$ cat src/rtl/da2_pkg.sv
// da2_pkg: shared frame constants, power-down codes and FSM encoding for the PmodDA2 transmitter
package da2_pkg;
  localparam int FRAME_W = 16;
  localparam logic [1:0] PD_NORMAL = 2'b00;
  localparam logic [1:0] PD_1K     = 2'b01;
  localparam logic [1:0] PD_100K   = 2'b10;
  localparam logic [1:0] PD_HIZ    = 2'b11;
  typedef enum logic [1:0] {IDLE, SHIFT, TAIL} state_t;
  function automatic logic [FRAME_W-1:0] frame_word(input logic [1:0] pd, input logic [11:0] d);
    return {2'b00, pd, d};
  endfunction
endpackage

$ cat src/rtl/da2_bit_timer.sv
// da2_bit_timer: bit-period divider giving next-cycle SCLK phase and end-of-bit tick
module da2_bit_timer import da2_pkg::*; #(
  parameter int DIV = 2
) (
  input  logic CLOCK,
  input  logic RESET,
  input  logic clr,
  output logic phase_n,
  output logic bit_end
);
  localparam int CW = $clog2(DIV) + 1;
  localparam logic [CW-1:0] LAST = CW'(2 * DIV - 1);
  localparam logic [CW-1:0] HALF = CW'(DIV);
  logic [CW-1:0] cnt, cnt_n;
  // cnt is the position inside the current bit period; phase_n is the SCLK level for the next cycle
  always_comb begin
    bit_end = cnt == LAST;
    cnt_n   = (clr || bit_end) ? '0 : cnt + 1'b1;
    phase_n = cnt_n < HALF;
  end
  // free-running divider, realigned to a fresh bit period whenever a frame is loaded
  always_ff @(posedge CLOCK or negedge RESET)
    if (!RESET) cnt <= '0;
    else cnt <= cnt_n;
endmodule

$ cat src/rtl/da2_serial_tx.sv
// da2_serial_tx: dual-channel DAC121S101 frame shifter with a one-deep pending-start buffer
module da2_serial_tx import da2_pkg::*; #(
  parameter int DIV = 2
) (
  input  logic        CLOCK,
  input  logic        RESET,
  input  logic        START,
  input  logic [11:0] DATA1,
  input  logic [11:0] DATA2,
  input  logic [1:0]  PD,
  output logic        SCLK,
  output logic        nSYNC,
  output logic        D1,
  output logic        D2,
  output logic        BUSY,
  output logic        DONE
);
  state_t state, state_n;
  logic [3:0] bit_cnt;
  logic [FRAME_W-1:0] sh1, sh2;
  logic [11:0] hold1, hold2;
  logic [1:0] hold_pd;
  logic pend, load, use_in, done_n, phase_n, bit_end;
  da2_bit_timer #(.DIV(DIV)) u_timer (
    .CLOCK  (CLOCK),
    .RESET  (RESET),
    .clr    (load),
    .phase_n(phase_n),
    .bit_end(bit_end)
  );
  // next state: accept from the inputs in IDLE, from the holding register at the end of TAIL
  always_comb begin
    state_n = state;
    done_n  = 1'b0;
    load    = 1'b0;
    use_in  = START && state == IDLE;
    if (state == IDLE) load = START || pend;
    else if (state == SHIFT) state_n = (bit_end && bit_cnt == 4'd0) ? TAIL : SHIFT;
    else if (bit_end) begin
      done_n  = 1'b1;
      load    = pend;
      state_n = IDLE;
    end
    if (load) state_n = SHIFT;
  end
  // state register
  always_ff @(posedge CLOCK or negedge RESET)
    if (!RESET) state <= IDLE;
    else state <= state_n;
  // registered pins, shift registers and pending buffer; shifting in zeros leaves D low after bit 0
  always_ff @(posedge CLOCK or negedge RESET)
    if (!RESET) begin
      SCLK    <= 1'b1;
      nSYNC   <= 1'b1;
      BUSY    <= 1'b0;
      DONE    <= 1'b0;
      bit_cnt <= 4'd0;
      sh1     <= '0;
      sh2     <= '0;
      hold1   <= '0;
      hold2   <= '0;
      hold_pd <= PD_NORMAL;
      pend    <= 1'b0;
    end else begin
      SCLK  <= state_n != SHIFT || phase_n;
      nSYNC <= state_n != SHIFT;
      BUSY  <= state_n != IDLE && !done_n;
      DONE  <= done_n;
      if (load) begin
        sh1     <= use_in ? frame_word(PD, DATA1) : frame_word(hold_pd, hold1);
        sh2     <= use_in ? frame_word(PD, DATA2) : frame_word(hold_pd, hold2);
        bit_cnt <= 4'd15;
      end else if (state == SHIFT && bit_end) begin
        sh1     <= {sh1[FRAME_W-2:0], 1'b0};
        sh2     <= {sh2[FRAME_W-2:0], 1'b0};
        bit_cnt <= bit_cnt - 1'b1;
      end
      if (START && state != IDLE) begin
        pend    <= 1'b1;
        hold1   <= DATA1;
        hold2   <= DATA2;
        hold_pd <= PD;
      end else if (load) pend <= 1'b0;
    end
  assign D1 = sh1[FRAME_W-1];
  assign D2 = sh2[FRAME_W-1];
endmodule

$ cat config.mk
export PLATFORM = sky130hd
export DESIGN_NAME = da2_serial_tx
export DESIGN_NICKNAME = d
export VERILOG_FILES = /design/src/rtl/da2_pkg.sv /design/src/rtl/da2_bit_timer.sv /design/src/rtl/da2_serial_tx.sv
export SDC_FILE = /design/constraint.sdc
export NUM_CORES = 1
export LEC_CHECK = 0
export CORE_MARGIN = 4
export CORE_UTILIZATION = 50
export CTS_BUF_LIST = sky130_fd_sc_hd__clkbuf_2 sky130_fd_sc_hd__clkbuf_4 sky130_fd_sc_hd__clkbuf_8
export DETAILED_ROUTE_END_ITERATION = 10
export GPL_ROUTABILITY_DRIVEN = 1
export GPL_TIMING_DRIVEN = 1
export PLACE_DENSITY = 0.72
export SETUP_SLACK_MARGIN = 0.02
export SYNTH_ARGS = -nofsm -noshare
export SYNTH_HDL_FRONTEND = slang
export SYNTH_SLANG_ARGS = --single-unit
$ cat constraint.sdc
create_clock -name CLOCK -period 2.7 [get_ports CLOCK]
set_input_delay 0.405 -clock CLOCK [delete_from_list [all_inputs] [get_ports CLOCK]]
set_output_delay 0.405 -clock CLOCK [all_outputs]
set_load 0.02 [all_outputs]
Word-level counts from Yosys, hierarchy flattened. Cells that the tools add are included.

Output and inout port bits: 6. Logic and storage cells: 56. Register bits: 71. Input bits: 29.

Magnitude comparators: 1. Reductions and logical operators: 15. Equality and inequality tests: 3. $add $sub $neg: 2. Muxes and demuxes: 22.

Operators by type and width (number): 2-to-1 mux 16 bit (4); 2-to-1 mux 14 bit (2); 2-to-1 mux 2 bit (6); 2-to-1 mux 1 bit (8); 2-to-1 mux 4 bit (2); nonzero test 2 bit (4); logical AND 1 bit (5); zero test 4 bit (1); subtractor 4 x 1 -> 4 bit, second input constant (1); logical OR 1 bit (3); adder 2 x 1 -> 2 bit, second input constant (1); equality test 2 x 1 -> 1 bit, second input constant (1); equality test 2 bit, second input constant (1); zero test 2 bit (1); less-than comparator 2 bit, second input constant (1); != test 2 x 1 -> 1 bit, second input constant (1); zero test 1 bit (1).

Logic depth before layout (Yosys ltp).
Depth after elaboration: 8. Mapped depth: 6. Mapped depth without buffers: 6.

Hierarchy. From an unflattened synthesis, not the netlist that was laid out.

Cell total of the unflattened synthesis: 265. Area, all modules: 3176.8 µm².

Modules (own cells, without submodules): da2_serial_tx (cells each 259, instances 1, area each 3093.0 µm², seq. area each 1729.2 µm²); da2_bit_timer (cells each 6, instances 1, area each 83.8 µm², seq. area each 50.0 µm²).

Worst setup path before layout. No wires, ideal clock.

Path kind: register to register. Start: register u_timer.cnt[0]. End: register sh1[1]. Arrival time: 1.426 ns. Stages on the path, launching flop included: 7. Required time: 2.574 ns. Buffers on the path: 1. Clock period less this slack: 1.553 ns. Slack: 1.147 ns. Library setup time: 0.126 ns. Path through: dfrtp_1 > ha_1 > and2_1 > buf_2 > a22oi_1 > nor2_1 > a221o_1.

Longest elaborated chain between the ends: 5. Elaborated cells between the ends (all ways): 7. Those cells by class: 1 x eq/ne; 4 x mux; 2 x reduce/logical.

RTL lines: start: declaration (line da2_bit_timer.sv:14) `logic [CW-1:0] cnt, cnt_n;`; start signal: assignment (line da2_bit_timer.sv:24) `else cnt <= cnt_n;`; equality test 2 bit * (line da2_bit_timer.sv:17) `bit_end = cnt == LAST;`; 2-to-1 mux 1 bit (line da2_serial_tx.sv:39) `else if (bit_end) begin`; 2-to-1 mux 1 bit (line da2_serial_tx.sv:38) `else if (state == SHIFT) state_n = (bit_end && bit_cnt == 4'd0) ? TAIL : SHIFT;`; 2-to-1 mux 1 bit (line da2_serial_tx.sv:37) `if (state == IDLE) load = START || pend;`; 2-to-1 mux 16 bit or nonzero test 2 bit (tied branches); end signal: assignment (line da2_serial_tx.sv:70) `sh1 <= use_in ? frame_word(PD, DATA1) : frame_word(hold_pd, hold1);`; end signal: assignment (line da2_serial_tx.sv:74) `sh1 <= {sh1[FRAME_W-2:0], 1'b0};`; end: declaration (line da2_serial_tx.sv:20) `logic [FRAME_W-1:0] sh1, sh2;`.

Mark *: on every way between the ends. The rest lies on a longest branch, timed or not. A chain may end at the register's enable or synchronous reset.

Worst setup path in the final report.
Start: register state[1]. End: register hold1[1].

Longest elaborated chain between the ends: 2.

RTL lines: start: declaration (line da2_serial_tx.sv:18) `state_t state, state_n;`; start signal: assignment (line da2_serial_tx.sv:49) `else state <= state_n;`; nonzero test 2 bit (line da2_serial_tx.sv:78) `if (START && state != IDLE) begin`; logical AND 1 bit (line da2_serial_tx.sv:78); end signal: assignment (line da2_serial_tx.sv:60) `hold1 <= '0;`; end signal: assignment (line da2_serial_tx.sv:80) `hold1 <= DATA1;`; end: declaration (line da2_serial_tx.sv:21) `logic [11:0] hold1, hold2;`.

No other way between the ends.

==> results.txt <==
Prior to clock tree synthesis, the placed netlist has a worst setup slack of 545 ps. The max-slew violation count came out at 0. The switching power came out at about 1.3 mW. The number of placement rows came out at 28.

The total core area came out at between 6000 and 7000 µm². Of the total power, the share spent switching nets is 0.343. The commonest cells after synthesis are sky130_fd_sc_hd__dfrtp_1, sky130_fd_sc_hd__mux2_2, sky130_fd_sc_hd__nand2_1, sky130_fd_sc_hd__nor2_1. For this run, the register share of the synthesized area comes to 0.561.

The filler cell count in the final layout came out at between 400 and 500. The utilization after layout came out at 0.626. The number of gates resized after CTS was 0. The post-route fraction of the period consumed by the critical path is 0.721. Yosys instantiated no cell more often than sky130_fd_sc_hd__dfrtp_1. The routed layout has 2,218 vias.

The final design instance area without fill came out at between 3000 and 4000 µm². The share of the synthesized area in the top cell type is 0.545. The arrival time of the worst setup path came out at around 2200 ps.

The number of unique standard cell types used by synthesis came out at 36. The die is between 80 and 90 µm tall. The most frequent cell on the critical path is sky130_fd_sc_hd__buf_4. The via count normalized by instance count came out at approximately 5.8. Of the total power, the clock network draws 0.199. The average cell area after synthesis is ~12 µm². For this run, the total global-route usage over all layers was measured as 0.186. The die outline width came out at 87.6 µm. Of the cells placed in the final design, the portion with a size suffix greater than 1 is 0.199.

The relative contribution of sequential cells to total power came out at 0.433. The total power divided by cell area came out at between 1000 and 1500 nW/µm². For this design the static power due to leakage is around 1.7 nW. The timing-limited maximum frequency is ~0.51 GHz. The clock reaches the later pin of the worst-skew pair after about 350 ps.

The top-level I/O count is 35. The library cell contributing the largest single delay on the critical path is sky130_fd_sc_hd__dfrtp_1. The category of the worst setup path capture point is a flop.

The number of antenna cells inserted came out at 0. For this design, the CTS-stage hold fixing added 0 buffers. The count of mapped cells out of synthesis came out at 266. The net count after synthesis is about 300.

Relative to the synthesized area, the layout overhead comes to 19.0%. The clock drives 71 sinks. The critical path ends at hold1[1].

The via count of the first global-routing pass came to approximately 2,300. After the last flow step, the layout net total stands at approximately 340. The initial core utilization is 0.526. The CTS tree is yes. The aggregate global routing overflow is 0. In this run the clock root is driven by a sky130_fd_sc_hd__clkbuf_8. The start-to-end type of the worst setup path is reg2reg. The maximum fanout encountered on the critical timing path is 24. Detailed placement ended at an HPWL of 4.09 mm. The clock passes through at most 2 buffers.

The transition time at the pin with the least slew margin came out at a little under 500 ps. The final count of hold timing violations is 0. For the worst setup path, the data required time is approximately 3000 ps.

The setup skew after layout is between 7 and 8 ps. Setup violations remaining at the end of the flow were counted as 0. Yosys mapped a number of flops with a built-in enable equal to 0. Setup repair after global routing left no endpoint under its margin. Of all cell types, the one taking the most synthesized area is sky130_fd_sc_hd__dfrtp_1.

The post-CTS setup repair buffer count is 0. The setup total negative slack came out at 0 ps. The worst pin sits at a relative slew slack of 0.674. Once detail routing completed, the nets flagged for antenna violations numbered 0. The delay of the slowest critical-path stage is between 500 and 600 ps. Routability-driven placement finished with a final weighted congestion of roughly 0.76. In this run the register-to-register setup slack is 750 ps. The post-detailed-placement cell area is around 3600 µm². In the synthesized netlist the dominant register cell turns out to be sky130_fd_sc_hd__dfrtp_1. The first global-routing pass estimated roughly 11 mm of wire. The number of antenna violations at the first check in global routing is 0. The number of buffers added by the clock tree synthesis step is 9.

The count of buffers from port buffering is 34. The share of total power dissipated in combinational logic is 0.368. The die area came out at approximately 7700 µm². The total length of routed wires is 6.40 mm. In this run the critical register-to-register path is captured at hold1[1]. The average detailed-routed wire length per instance came out at between 15 and 20 µm. Yosys attributes the largest share of cell area to sky130_fd_sc_hd__dfrtp_1, sky130_fd_sc_hd__mux2_2, sky130_fd_sc_hd__a221o_1. The largest net degree at the start of global routing is 72. The count of synthesis-stage warnings from yosys came out at 0.

The number of design-rule violations left by the first detailed-router iteration is 164. The clock period minus final worst setup slack came out at approximately 1900 ps. The share of flip-flops with an asynchronous set or reset after synthesis is 1.00. Counting cells, the worst reg-to-reg path comes to 4. The tightest min-delay check is of the in2async type. The total number of H-tree levels is 3. The clock-pin slew reported for the worst setup and hold paths after clock tree synthesis is 70 ps. The smallest hold slack came out at between 60 and 70 ps. IR analysis of the VDD net gives a maximum drop of ~0.57 mV.

STA classifies the critical path startpoint as a flop. The count of max-cap constraint violations is 0. The start point of the critical path is state[1]. The startpoint of the most critical register-to-register path is state[1]. Cell internal power was estimated by the tool at ~2.6 mW. The first-pass iteration count of the detailed router is 5. The worst path meets setup with around 750 ps of slack. The final routed DRC violation total came out at 0. The number of register bits inferred by synthesis came out at 71.

The run finished with clean final reports. The combined area of all synthesized cells came out at ~3200 µm². Walking the worst path, the cells encountered are buf_4, o21ai_2, buf_4, mux2_2.
state kept, by name, summed over array words and instances, names as in the netlist, 2 cells and up:
name and cells:
sh1 16, sh2 16, hold1 12, hold2 12
bit_cnt 4, hold_pd 2, state 2, u_timer.cnt 2
worst max-delay path, delay by kind of cell, from the launching register on:
family | cells | cell delay [ps]
compound gates | 1 | 200
buf+inv | 2 | 670
flops | 1 | 560
mux | 1 | 380
cells by family after synthesis:
family / count (synthesis) / share of synthesized area
flops: 71 / 0.561
simple gates: 69 / 0.0983
compound gates: 65 / 0.171
mux: 30 / 0.105
buf+inv: 24 / 0.0406
fa+ha+maj: 4 / 0.0158
xor+xnor: 3 / 0.00829
area by class of cell:
class / instances / area, µm² / share of cell area
inverter: 5 / 18.8 / 0.00497
clock inverter: 3 / 17.5 / 0.00464
multi-input combinational: 171 / 1260 / 0.335
tap: 75 / 93.8 / 0.0249
timing repair buffer: 44 / 435 / 0.115
clock buffer: 13 / 166 / 0.0441
sequential: 71 / 1780 / 0.471
metrics by stage:
| step | std cells | power [mW] |
|---|---|---|
| 5_1_grt | 382 | 4.19 |
| 3_5_place_dp | 366 | 3.18 |
| 2_1_floorplan | 266 | 2.74 |
| 4_1_cts | 382 | 3.95 |
| 6_report | 382 | 3.93 |
| 3_3_place_gp | 366 | 3.11 |
power by group through the flow:
stage / logic (mW) / registers, mW / clock network (mW)
3_5_place_dp: 1.47 / 1.70 / 0
6_report: 1.44 / 1.70 / 0.783
3_3_place_gp: 1.41 / 1.70 / 0
2_1_floorplan: 1.09 / 1.65 / 0
4_1_cts: 1.46 / 1.70 / 0.798
5_1_grt: 1.60 / 1.74 / 0.845
layer usage:
metal / up-vias / track usage / part of all wire
li1: 1042 / - / -
met1: 1094 / 0.253 / 0.47
met2: 71 / 0.273 / 0.45
met3: 11 / 0.0593 / 0.063
met4: 0 / 0.0809 / 0.020
met5: - / 0 / 0
worst min path at each step:
stage | start | to | slack [ps] | cells after the start
after detailed placement | RESET | hold2[4] | 460 | 2
after floorplan | RESET | BUSY | 110 | 0
after global placement | RESET | sh2[4] | 460 | 2
after global routing | RESET | sh2[4] | 90 | 2
after CTS | RESET | state[1] | 80 | 2
final | RESET | hold2[4] | 70 | 2
cells in the final DEF (no fill, tap or decap), drive strengths merged, types with 2 or more instances in the layout:
master,count
a21oi,8
a221o,22
a22oi,22
a31oi,4
and2,3
buf,11
clkbuf,13
clkdlybuf4s50,33
clkinv,2
dfrtp,69
dfstp,2
ha,4
inv,5
mux2,26
mux2i,4
nand2,26
nand3b,2
nor2,27
nor3,3
nor4,2
o21ai,2
o2bb2ai,2
xnor2,2
(Power assumes the default switching activity.)
